### src/rtl/alu_core_32.sv
// 32-bit A-side execute ALU: operand-2 select, registered operands, adder,
// logic unit and AND-OR result bus driver.
module alu_core_32 (
  input  logic        Phi1,
  input  logic        ResetBAR_s1,
  input  logic        ALatchInputs_s1e,
  input  logic [31:0] ASBus_s1e,
  input  logic [31:0] ATBus_s1e,
  input  logic [31:0] AImm_s1e,
  input  logic        AselT_s1e,
  input  logic        AselTBAR_s1e,
  input  logic        AselImm_s1e,
  input  logic        AselImmBAR_s1e,
  input  logic        AcarryIn_s2e,
  input  logic        AAndOp_s2e,
  input  logic        AOrOp_s2e,
  input  logic        AXorOp_s2e,
  input  logic        ANorOp_s2e,
  input  logic        ASetRes_v2e,
  input  logic        AAddDrv_q2e,
  input  logic        AALUDrv_q2e,
  input  logic        ASetDrv_q2e,
  output logic [31:0] AResultBus_v2e,
  output logic        AcarryOut_v2e,
  output logic        ATorImmMsb_s1e,
  output logic        AAddResMsb_v2e
);

  logic [31:0] tBar;
  logic [31:0] immBar;
  logic [31:0] torImm;
  logic [31:0] src1;
  logic [31:0] src2;
  logic [32:0] addFull;
  logic [31:0] sum;
  logic [31:0] logicBar;
  logic [31:0] logicRes;

  assign tBar   = ~ATBus_s1e;
  assign immBar = ~AImm_s1e;

  // AND-OR select: no select gives 0, several selects OR together
  assign torImm = (ATBus_s1e & {32{AselT_s1e}})
                | (tBar      & {32{AselTBAR_s1e}})
                | (AImm_s1e  & {32{AselImm_s1e}})
                | (immBar    & {32{AselImmBAR_s1e}});

  assign ATorImmMsb_s1e = torImm[31];

  always_ff @(posedge Phi1) begin
    if (!ResetBAR_s1) begin
      src1 <= 32'h0;
      src2 <= 32'h0;
    end else if (ALatchInputs_s1e) begin
      src1 <= ASBus_s1e;
      src2 <= torImm;
    end
  end

  assign addFull        = {1'b0, src1} + {1'b0, src2} + {32'h0, AcarryIn_s2e};
  assign sum            = addFull[31:0];
  assign AcarryOut_v2e  = addFull[32];
  assign AAddResMsb_v2e = sum[31];

  // Logic unit builds the inverted result; the inverter restores polarity
  assign logicBar = ~(((src1 & src2)    & {32{AAndOp_s2e}})
                    | ((src1 | src2)    & {32{AOrOp_s2e}})
                    | ((src1 ^ src2)    & {32{AXorOp_s2e}})
                    | (~(src1 | src2)   & {32{ANorOp_s2e}}));
  assign logicRes = ~logicBar;

  assign AResultBus_v2e = (sum      & {32{AAddDrv_q2e}})
                        | (logicRes & {32{AALUDrv_q2e}})
                        | ({31'h0, ASetRes_v2e} & {32{ASetDrv_q2e}});

endmodule

### config.mk
export PLATFORM = sky130hd
export DESIGN_NAME = alu_core_32
export DESIGN_NICKNAME = d
export VERILOG_FILES = /design/src/rtl/alu_core_32.sv
export SDC_FILE = /design/constraint.sdc
export NUM_CORES = 1
export LEC_CHECK = 0
export BUFFER_PORTS_ARGS = -buffer_cell sky130_fd_sc_hd__buf_2
export CORE_MARGIN = 2
export CORE_UTILIZATION = 50
export DETAILED_ROUTE_END_ITERATION = 10
export GPL_ROUTABILITY_DRIVEN = 0
export PLACE_DENSITY_LB_ADDON = 0.08
export SYNTH_ARGS = -nofsm -noshare
export SYNTH_HDL_FRONTEND = slang
export SYNTH_SLANG_ARGS = --single-unit
### constraint.sdc
create_clock -name Phi1 -period 7 [get_ports Phi1]
set_input_delay 1.4 -clock Phi1 [delete_from_list [all_inputs] [get_ports Phi1]]
set_output_delay 1.4 -clock Phi1 [all_outputs]
set_load 0.005 [all_outputs]
Word-level counts from Yosys, hierarchy flattened
Cells that the tools add are included.
- register bits after elaboration: 64
- bits of input ports: 112
- word-level logic and storage cells: 31
- $add $sub $neg: 2
- bitwise logic cells: 27
- operator list (kind ; number):
    AND 32 bit ; 11
    bitwise OR 32 bit ; 9
    NOT 32 bit ; 5
    adder 32 x 32 -> 33 bit ; 1
    adder 33 x 1 -> 33 bit ; 1
    AND 1 x 32 -> 32 bit ; 1
    bitwise XOR 32 bit ; 1

Longest topological paths before layout
- depth after elaboration: 10
- depth in mapped cells: 9

Worst setup path before layout
OpenSTA, ideal clock, no wires.
- kind: input to output
- from: input port AcarryIn_s2e
- to: output port AResultBus_v2e[12]
- arrival: 3.514 ns
- path slack: 2.086 ns
- stages: 8
- path buffers: 0
- cells stage by stage: fa_1 > fa_1 > a21o_1 > and3_1 > o21ai_2 > a21oi_1 > or3_1 > a32o_1
- cells in the longest elaborated chain, start to end: 4
- RTL lines (item ; line ; RTL):
    from (decl) ; 14 ; input logic AcarryIn_s2e,
    adder 33 x 1 -> 33 bit ; 60 ; assign addFull = {1'b0, src1} + {1'b0, src2} + {32'h0, AcarryIn_s2e};
    AND 32 bit ; 72 ; assign AResultBus_v2e = (sum & {32{AAddDrv_q2e}})
    bitwise OR 32 bit ; 73 ; | (logicRes & {32{AALUDrv_q2e}})
    bitwise OR 32 bit ; 74 ; | ({31'h0, ASetRes_v2e} & {32{ASetDrv_q2e}});
    to (decl) ; 23 ; output logic [31:0] AResultBus_v2e,
No other way between the ends.

Worst setup path after layout
- from: input port AcarryIn_s2e
- to: output port AResultBus_v2e[28]
Same word-level chain as after synthesis.

==> run_results.csv <==
group,metric,value,unit
setup_path,worstSetupEndpoint,"AResultBus_v2e[28]",
setup_path,worstSetupPathType,"input port to output port",
clock_network,cts_tree,"yes",
finish,final_layout_size_suffix_gt1_share,20.3,%
clock_network,clk_pin_slew,0.05,ns
synthesis,syn-num-nets,1013,
timing,tightest_slew,1.14,ns
setup_path,worstSetupEndpointType,"output port",
synthesis,synthArstFlopShare,0,%
timing,period_share,77.9,%
timing,fin_tns_setup,0,ns
global_routing,antenna_found_initial,1,
setup_path,crit_fanout,6,
timing,skew,0,ns
synthesis,synth_edf_count,0,
timing,fmax,183,MHz
synthesis,seq_area_frac_synth,18.9,%
setup_path,worstReg2RegEnd,"src1[25]",
floorplan,io_pins,147,
setup_path,arrival,4.05,ns
pwr,powerDensity,161,nW/um2
route,drt_pass1_iterations,7,
global_routing,first_global_vias,6198,
timing,rsz0062_at_grt,"no",
clock_network,cts.sinks,64,
synthesis,synth-seq-cells,64,
pwr,ir_drop,0.140,mV
finish,nets,1105,
clock_network,clockBufferDepth,2,
timing,period_needed,5.45,ns
clock_network,htree_levels,3,
clock_network,root_buffer,"clkbuf_16",
setup_path,cp_data_required_time,5.60,ns
synthesis,syn_inst,835,
setup_path,r2r_slack,6.24,ns
floorplan,placementRows,42,
finish,stdcell_count,1107,
synthesis,syn_avg_cell_area,8.12,um2
setup_path,crit_start,"AcarryIn_s2e",
min_path,hold_path.startpoint,"src2[20]",
global_routing,grt_max_degree,97,
placed_design,post-dp-hpwl,15.1,mm
clock_network,cts_buffers,9,
finish,n_antenna_cell,0,
global_routing,grt_pass1_wl,32.5,mm
floorplan,start_util,51.2,%
clock_network,postCtsHoldBufs,0,
global_routing,overflow,0,
finish,final.fill_count,1257,
synthesis,synth_cell_types,62,
route,viasPerCell,6.05,
floorplan,die_x,120,um
synthesis,syn_area,6780,um2
pwr,power.leakage,0.00379,uW
route,wl,20.2,mm
min_path,hp-class,"flip-flop to flip-flop",
run,maxCapViolCount,0,
route,remaining_drc_errors,0,
clock_network,postCtsSetupBuffers,0,
setup_path,reg2regPathDepth,2,
timing,final-setup-viol-count,0,
placed_design,place_inst,1092,
floorplan,fp.dieH,120,um
route,vias,6698,
clock_network,postCtsResizedCells,0,
status,outcome,"complete, no violations",
clock_network,clk_latency,0.32,ns
route,routedWlPerCell,18.3,um
floorplan,coreArea,13200,um2
global_routing,track_usage,27.7,%
floorplan,die-area,14500,um2
timing,finalHoldViolations,0,
setup_path,rr_startpoint,"src1[25]",
placed_design,port_buffers,146,
route,drt_iter0_drc,588,
route,drtAntennaViolNets,0,
finish,syn_to_final_growth,13.9,%
timing,maxSlewViolCount,0,
synthesis,ys.flop_type,"dfxtp_1",
timing,maxSlewHeadroom,24.3,%
setup_path,worst_setup_path_start_kind,"input port",
synthesis,yosys_warnings,0,
==> kinds of logic (layout without fill, tap and decap cells) <==
kind of cell    Yosys count  in the layout  share of synthesized area (%)
compound gates          238            238                           25.8
xor+xnor                  9              9                           1.16
fa+ha+maj                66             66                           12.4
buf+inv                 143            239                           8.15
flops                    64             64                           18.9
mux                     129            129                           19.4
simple gates            186            186                           14.2
==> metal layers <==
| metal | vias up | GRT usage, % | part of all wire, % |
|---|---|---|---|
| met5 | - | 0 | 0 |
| met4 | 0 | 6.54 | 1.2 |
| met3 | 24 | 5.00 | 8.4 |
| met2 | 281 | 40.1 | 41 |
| met1 | 3155 | 42.1 | 49 |
| li1 | 3238 | - | - |
==> registers in the layout, summed over array words and instances (netlist names) <==
register  count
src1         32
src2         32
==> how the worst min path moves through the flow <==
stage / depth (start not counted) / endpoint
after floorplan: 1 / src2[10]
after detailed placement: 1 / src2[20]
after global routing: 1 / src2[20]
final: 1 / src2[20]
after global placement: 1 / src2[20]
after CTS: 1 / src2[20]
==> layout make-up <==
cell class                 instances  area, um2  area share, %
inverter                          78        293           3.79
multi-input combinational        628       4950           64.1
clock inverter                     1       5.00         0.0648
tap                              176        220           2.85
clock buffer                      14        244           3.16
timing repair buffer             146        733           9.49
sequential                        64       1280           16.6
==> critical path, cell delays in order <==
cell      delay [ns]
buf_2           0.11
fa_1            0.49
fa_1            0.43
a21o_1          0.23
and3_1          0.21
o21ai_2         0.31
a21oi_1         0.22
a211oi_1        0.36
o211ai_1        0.15
buf_2           0.14
==> cells in the final DEF, fill, tap and decap left out, drive strengths merged, types with 33 or more instances in the layout <==
cell type,n
ha,64
nor2b,33
o211a,33
nand3,42
a21oi,33
o21ai,58
mux2i,109
inv,78
nand2,46
buf,146
dfxtp,64
==> report_power, final <==
group / total [uW] / internal (uW) / leakage [uW] / switching (uW)
clock: 375 / 237 / 0.000121 / 139
combinational: 444 / 202 / 0.00313 / 242
sequential: 424 / 392 / 0.000532 / 32.5
total: 1240 / 830 / 0.00379 / 413
==> per-stage QoR <==
stage	utilization, %	hold WS [ns]	instance area (um2)	total power, uW	worst slack, ns
6_report	58.3	0.528	7720	1240	1.55
5_1_grt	58.3	0.542	7720	1320	1.48
4_1_cts	58.3	0.524	7720	1250	1.59
3_5_place_dp	56.5	0.517	7480	866	1.60
3_3_place_gp	56.5	0.503	7480	853	1.62
2_1_floorplan	-	0.479	6780	722	2.09
==> Yosys cell counts, drive strengths merged, types with 13 or more instances <==
master	instances	area (um2)
nor2	16	60.1
o211a	33	330
inv	78	293
nor2b	33	206
a21oi	33	173
buf	21	93.8
mux2i	109	1090
nand3	42	210
mux2	20	225
o21ai	58	294
clkbuf	44	166
nand2	46	173
a22oi	14	105
nand4	13	81.3
a22o	21	184
dfxtp	64	1280
ha	64	801
(Power assumes the default switching activity.)
